$ cat src/rtl/data_mem_access.sv
// Memory-access stage: runs a request/ready handshake for lw/sw, stalls the core
// until the access completes, and reports misaligned accesses and bus timeouts.
module data_mem_access #(
    parameter int unsigned TIMEOUT = 16
) (
    input  logic        clk,
    input  logic        rst,
    input  logic [4:0]  ALUop_i,
    input  logic [31:0] ALUOut,
    input  logic [31:0] DataOutReg2,
    output logic        stall_o,
    output logic        mem_req_o,
    output logic        mem_we_o,
    output logic [31:0] mem_addr_o,
    output logic [31:0] mem_wdata_o,
    input  logic [31:0] mem_rdata_i,
    input  logic        mem_ready_i,
    output logic [31:0] ReadData_o,
    output logic        load_wb_o,
    output logic        misalign_o,
    output logic        bus_err_o
);
    localparam logic [4:0] OP_LW     = 5'b10100;
    localparam logic [4:0] OP_SW     = 5'b10101;
    localparam logic [7:0] TIMEOUT_W = 8'(TIMEOUT);

    typedef enum logic [1:0] {
        S_IDLE = 2'd0,
        S_WAIT = 2'd1,
        S_DONE = 2'd2
    } state_t;

    state_t      state_q, state_d;
    logic [7:0]  cnt_q, cnt_d;
    logic [31:0] addr_q, addr_d;
    logic [31:0] wdata_q, wdata_d;
    logic        we_q, we_d;
    logic        req_q, req_d;
    logic [31:0] rdata_q, rdata_d;
    logic        wb_q, wb_d;
    logic        err_q, err_d;

    logic is_mem_s, aligned_s, accept_s, timeout_s;
    logic stall_s, misalign_s;

    assign is_mem_s  = (ALUop_i == OP_LW) || (ALUop_i == OP_SW);
    assign aligned_s = (ALUOut[1:0] == 2'b00);
    assign accept_s  = is_mem_s && aligned_s;
    // The WAIT cycle that would bring the count up to TIMEOUT is the last one.
    assign timeout_s = ((cnt_q + 8'd1) == TIMEOUT_W);

    // State register.
    always_ff @(posedge clk) begin
        if (rst) begin
            state_q <= S_IDLE;
        end else begin
            state_q <= state_d;
        end
    end

    // Next-state logic.
    always_comb begin
        state_d = state_q;
        case (state_q)
            S_IDLE: begin
                if (accept_s) begin
                    state_d = S_WAIT;
                end else begin
                    state_d = S_IDLE;
                end
            end
            S_WAIT: begin
                if (mem_ready_i || timeout_s) begin
                    state_d = S_DONE;
                end else begin
                    state_d = S_WAIT;
                end
            end
            S_DONE:  state_d = S_IDLE;
            default: state_d = S_IDLE;
        endcase
    end

    // Combinational outputs: core stall and misalignment flag.
    always_comb begin
        stall_s    = 1'b0;
        misalign_s = 1'b0;
        if (rst) begin
            stall_s    = 1'b0;
            misalign_s = 1'b0;
        end else begin
            stall_s    = (state_q == S_WAIT) || ((state_q == S_IDLE) && accept_s);
            misalign_s = is_mem_s && !aligned_s;
        end
    end

    // Datapath next values: latch on accept, capture read data or time out in WAIT.
    always_comb begin
        cnt_d   = cnt_q;
        addr_d  = addr_q;
        wdata_d = wdata_q;
        we_d    = we_q;
        rdata_d = rdata_q;
        wb_d    = 1'b0;
        err_d   = 1'b0;
        req_d   = (state_d == S_WAIT);
        case (state_q)
            S_IDLE: begin
                if (accept_s) begin
                    addr_d  = {ALUOut[31:2], 2'b00};
                    wdata_d = DataOutReg2;
                    we_d    = (ALUop_i == OP_SW);
                    cnt_d   = 8'd0;
                end else begin
                    cnt_d = cnt_q;
                end
            end
            S_WAIT: begin
                if (mem_ready_i) begin
                    wb_d = !we_q;
                    if (!we_q) begin
                        rdata_d = mem_rdata_i;
                    end else begin
                        rdata_d = rdata_q;
                    end
                end else begin
                    cnt_d = cnt_q + 8'd1;
                    if (timeout_s) begin
                        err_d = 1'b1;
                        if (!we_q) begin
                            rdata_d = 32'd0;
                        end else begin
                            rdata_d = rdata_q;
                        end
                    end else begin
                        err_d = 1'b0;
                    end
                end
            end
            S_DONE:  cnt_d = cnt_q;
            default: cnt_d = cnt_q;
        endcase
    end

    // Datapath and registered-output storage.
    always_ff @(posedge clk) begin
        if (rst) begin
            cnt_q   <= 8'd0;
            addr_q  <= 32'd0;
            wdata_q <= 32'd0;
            we_q    <= 1'b0;
            req_q   <= 1'b0;
            rdata_q <= 32'd0;
            wb_q    <= 1'b0;
            err_q   <= 1'b0;
        end else begin
            cnt_q   <= cnt_d;
            addr_q  <= addr_d;
            wdata_q <= wdata_d;
            we_q    <= we_d;
            req_q   <= req_d;
            rdata_q <= rdata_d;
            wb_q    <= wb_d;
            err_q   <= err_d;
        end
    end

    assign stall_o     = stall_s;
    assign misalign_o  = misalign_s;
    assign mem_req_o   = req_q;
    assign mem_we_o    = we_q;
    assign mem_addr_o  = addr_q;
    assign mem_wdata_o = wdata_q;
    assign ReadData_o  = rdata_q;
    assign load_wb_o   = wb_q;
    assign bus_err_o   = err_q;

endmodule

$ cat config.mk
export PLATFORM = sky130hd
export DESIGN_NAME = data_mem_access
export DESIGN_NICKNAME = d
export VERILOG_FILES = /design/src/rtl/data_mem_access.sv
export SDC_FILE = /design/constraint.sdc
export NUM_CORES = 1
export LEC_CHECK = 0
export BUFFER_PORTS_ARGS = -buffer_cell sky130_fd_sc_hd__buf_2
export CAP_MARGIN = 20
export CORE_AREA = 2 2 97 99
export DETAILED_ROUTE_END_ITERATION = 8
export DIE_AREA = 0 0 99 101
export HOLD_SLACK_MARGIN = 0.05
export PLACE_DENSITY = 0.9
export SLEW_MARGIN = 20
export SYNTH_ARGS = -nofsm -noshare
export SYNTH_HDL_FRONTEND = slang
export SYNTH_SLANG_ARGS = --single-unit
export TNS_END_PERCENT = 5
$ cat constraint.sdc
create_clock -name clk -period 2.98 [get_ports clk]
set_input_delay 0.149 -clock clk [delete_from_list [all_inputs] [get_ports clk]]
set_output_delay 0.149 -clock clk [all_outputs]
set_load 0.01 [all_outputs]
# Word-level counts from Yosys, hierarchy flattened
# Cells that the tools add are included.
# W data, S select, Z words.
# totals
regBits	108
latchBits	0
ram_bits	0
romBits	0
input_bits	104
output_inout_bits	102
word_cells	50
memories	0
# op_classes
n_addsub	1
mul	0
div_mod_pow	0
order_cmp	0
eq_ne	7
shift	0
mux	13
bitwise_logic	3
reduce_logical	17
# ops
cell	n
$mux W32	4
$mux W8	2
$pmux W8 S2	1
$eq A5 B5 Y1 const B	2
$add A8 B1 Y8 const B	1
$eq A8 B5 Y1 const B	1
$reduce_and A3 Y1	2
$reduce_or A3 Y1	2
$eq A2 B1 Y1 const B	2
$logic_not A2 Y1	2
$mux W1	4
$ne A2 B2 Y1 const B	2
$pmux W2 S2	1
$reduce_bool A2 Y1	2
$logic_and A1 B1 Y1	3
$logic_or A1 B1 Y1	3
$not A1 Y1	3
$logic_not A1 Y1	2
$mux W2	1
$reduce_and A2 Y1	1

# Longest topological paths before layout
# logic_depth
word_depth	6
depth_mapped	7

# Worst setup path before layout
# No wires, ideal clock.
# synth_timing
kind	register to register
start	register state_q[0]
end	register addr_q[14], in the netlist mem_addr_o[14]
setup_ps	142
arrival_ps	1450
required_ps	2838
slack_ps	1388
path_stages_with_launch	8
synth_period_minus_slack_ps	1592
cell_sequence	dfxtp_1 -> buf_2 -> or4_4 -> buf_6 -> buf_6 -> buf_6 -> nand2_2 -> a21oi_2
# synth_via
elab_chain_len	2
# synth_rtl
item	line_no	text
start, declared	33	state_t state_q, state_d;
start signal, assigned	57	state_q <= state_d;
$logic_not A2 Y1	107	case (state_q)
$reduce_and A2 Y1 (no line)	--	
end signal, assigned	158	addr_q <= addr_d;
end, declared	35	logic [31:0] addr_q, addr_d;
# Every way passes these cells.
# A chain may end at the register's enable or synchronous reset.

# Worst setup path in the final report
# layout_timing
start	register state_q[0]
end	register rdata_q[7], in the netlist ReadData_o[7]
# layout_via
elab_chain_len	2
# layout_rtl
item	line_no	text
$eq A2 B1 Y1	107	
$reduce_and A3 Y1 (no line)	--	
end signal, assigned	162	rdata_q <= rdata_d;
end, declared	39	logic [31:0] rdata_q, rdata_d;
# Every way passes these cells.

==> flow_metrics.env <==
export IMPL_run_status="complete, no violations"
export IMPL_dr_max_layer_used="met4"
export IMPL_synth_edf_count=0
export IMPL_detail_route_first_pass_iterations=5
export IMPL_grt_setup_unrepaired="no"
export IMPL_cts_buffers=9
export IMPL_via_cell_ratio=5.555
export IMPL_antenna_found_initial=0
export IMPL_power_density_nw_per_um2=413.8
export IMPL_tritoncts_num_sinks=108
export IMPL_ir_worst_vdd_mv=0.3265
export IMPL_postSynth_asyncResetShare_pct=0
export IMPL_period_needed_ns=2.066
export IMPL_postRouteAntennaNets=0
export IMPL_yosys_most_used_dff="sky130_fd_sc_hd__dfxtp_1"
export IMPL_grt_pass1_wl_um=23530
export IMPL_port_buffers=203
export IMPL_rows=35
export IMPL_post_drt_wl_per_cell_um=16.59
export IMPL_synth_cell_type_count=37
export IMPL_first_global_vias=4722
export IMPL_netlist_instances=506
export IMPL_first_iter_violations=316
export IMPL_critical_path_max_fanout=32
export IMPL_core_um2=8977
export IMPL_slew_viol_final=0
export IMPL_fillers=550
export IMPL_syn_area_um2=4408
export IMPL_floorplan_die_width_um=99
export IMPL_ff_latch_area_um2=2162
export IMPL_num_antenna_cells=0
export IMPL_detailroute_wirelength_met2_um=7316
export IMPL_ys_seq_elements=108
export IMPL_final_setup_skew_ns=0.02469
export IMPL_crit_required_ns=3.20
export IMPL_cts_htree_levels=3
export IMPL_synthesis_area_per_instance_um2=8.711
export IMPL_cts_root_buf="sky130_fd_sc_hd__clkbuf_8"
export IMPL_wl_met3_um=1299
export IMPL_global_route_overflow_total=0
export IMPL_pin_count=206
export IMPL_routabilityCongestion=0.8135
export IMPL_timing_setup_critical_path_class="reg -> reg"
export IMPL_routed_wl_um=14700
export IMPL_min_delay_path_class="in -> reg"
export IMPL_synth_seq_area_share_pct=49.05
export IMPL_met1_routed_length_um=5813
export IMPL_floorplan_die_height_um=101
export IMPL_type_of_origin_of_the_critical_path="register"
export IMPL_cts_resized=0
export IMPL_hold_viol=0
export IMPL_maxCapViolCount=0
export IMPL_max_clock_path_buffers=2
export IMPL_design_die_area_um2=9999
export IMPL_final_period_utilization_pct=69.33
export IMPL_share_of_cells_above_drive_strength_1_pct=32.39
export IMPL_cp_end_kind="register"
export IMPL_drcViolationCount=0
export IMPL_max_freq_mhz=484.0
export IMPL_flow_area_growth_from_synthesis_pct=47.37
export IMPL_maxSlewHeadroom_pct=28.07
export IMPL_vias=4922
export IMPL_hold_ws_ns=0.07372
export IMPL_arrival_time_worst_endpoint_ns=2.28
export IMPL_power_leakage_nw=2.798
export IMPL_detailed_place_hpwl_um=7966
export IMPL_initial_core_util_pct=49.10
export IMPL_maximum_number_of_pins_on_one_net_before_global_route_repair=70
export IMPL_worst_tran_pin_value_ns=1.079
export IMPL_clock_latency_ns=0.37
export IMPL_track_usage_pct=28.82
export IMPL_post_dp_cell_area_um2=5340
export IMPL_multi_input_comb_area_um2=1861
export IMPL_nets=875
export IMPL_report_final_setup_viol=0
export IMPL_clk_pin_slew_worst_paths_ns=0.11
export IMPL_setup_tns_final_ns=0
export IMPL_ys_warn_count=0
export IMPL_cts_tree="done"
export IMPL_layout_cell_area_non_filler_um2=6496
## power by group
part | switching [mW] | internal (mW)
Combinational | 0.113 | 0.149
Sequential | 0.00710 | 1.45
Clock | 0.548 | 0.418
Total | 0.668 | 2.02
## metrics by stage
stage	utilization [%]	cells	power, mW	worst slack [ns]
floorplan	-	507	1.560	1.388
global placement	59.48	777	1.642	0.9459
detailed placement	59.48	777	1.646	0.8106
CTS	72.35	886	2.691	0.9801
global route	72.36	886	2.777	0.8065
finish	72.36	886	2.688	0.9138
## critical path, stage by stage (launching register included)
cell and delay [ns]:
sky130_fd_sc_hd__dfxtp_1 0.51, sky130_fd_sc_hd__or3b_1 0.83, sky130_fd_sc_hd__a32oi_1 0.43, sky130_fd_sc_hd__o41ai_1 0.15
## synth_stat cells, types with 3 or more instances
library cell               number  area share, %
sky130_fd_sc_hd__nand2_1      121             10
sky130_fd_sc_hd__dfxtp_1      108             49
sky130_fd_sc_hd__a21oi_1       56            6.4
sky130_fd_sc_hd__a32oi_1       34            6.8
sky130_fd_sc_hd__inv_1         33            2.8
sky130_fd_sc_hd__o41ai_1       32            6.4
sky130_fd_sc_hd__clkbuf_1      30            2.6
sky130_fd_sc_hd__nor2_1        11           0.94
sky130_fd_sc_hd__a21oi_2       10            2.0
sky130_fd_sc_hd__nand2_2       10            1.4
sky130_fd_sc_hd__buf_6          9            2.3
sky130_fd_sc_hd__buf_2          8           0.91
sky130_fd_sc_hd__nand3_1        5           0.57
sky130_fd_sc_hd__nor3_1         4           0.45
sky130_fd_sc_hd__a21o_1         3           0.51
sky130_fd_sc_hd__and3_1         3           0.43
## per-layer routing
metal | up-vias | GRT usage [%]
li1 | 2296 | -
met1 | 2288 | 36.60
met2 | 308 | 48.91
met3 | 30 | 7.004
met4 | 0 | 8.219
met5 | - | 0
## placed cells by master (no fill, tap or decap), drive strengths merged, types with 9 or more instances in the layout
cell / instances
a21oi: 66
o41ai: 32
buf: 208
nor2: 11
dfxtp: 108
clkbuf: 9
a32oi: 34
inv: 37
nand2: 131
dlygate4sd3: 93
## area by class of cell
type | count | share of cell area (%)
Timing Repair Buffer | 301 | 30.59
Inverter | 33 | 1.907
Clock inverter | 7 | 1.541
Clock buffer | 9 | 1.907
Multi-Input combinational cell | 317 | 28.64
Tap cell | 111 | 2.138
Sequential cell | 108 | 33.28
## path summary, 6_finish.rpt
| path | from | endpoint | slack, ns | cells past startpoint |
|---|---|---|---|---|
| hold / removal | ALUOut[11] | mem_addr_o[11] | 0.07 | 3 |
| setup / recovery | state_q[0] | ReadData_o[7] | 0.91 | 3 |
| hold reg to reg | mem_wdata_o[2] | mem_wdata_o[2] | 0.46 | 2 |
| setup reg to reg | state_q[0] | ReadData_o[7] | 0.91 | 3 |
## logic make-up (layout without fill, tap and decap cells)
logic type	Yosys count	count (layout)	synth area share (%)
muxes	4	4	1.022
adders and majority gates	1	1	0.2838
other	1	2	0.08507
DFF	108	108	49.05
xor gates and xnor gates	1	1	0.1987
AOI/OAI and AO/OA	141	141	23.05
and+or+nand+nor	168	168	17.40
buffers and inverters	82	350	8.913
## sequential cells by signal, indices dropped and copies added, names as in the netlist
| name | cells |
|---|---|
| mem_we_o | 1 |
| load_wb_o | 1 |
| mem_wdata_o | 32 |
| cnt_q | 8 |
| ReadData_o | 32 |
| mem_req_o | 1 |
| bus_err_o | 1 |
| mem_addr_o | 30 |
| state_q | 2 |
## repair_timing
action,4_1_cts,5_1_grt
buffers inserted,0,0
hold buffers,93,0
setup endpoints to repair,0,0
hold endpoints to repair,93,0
Power figures use the tool's default switching activity.
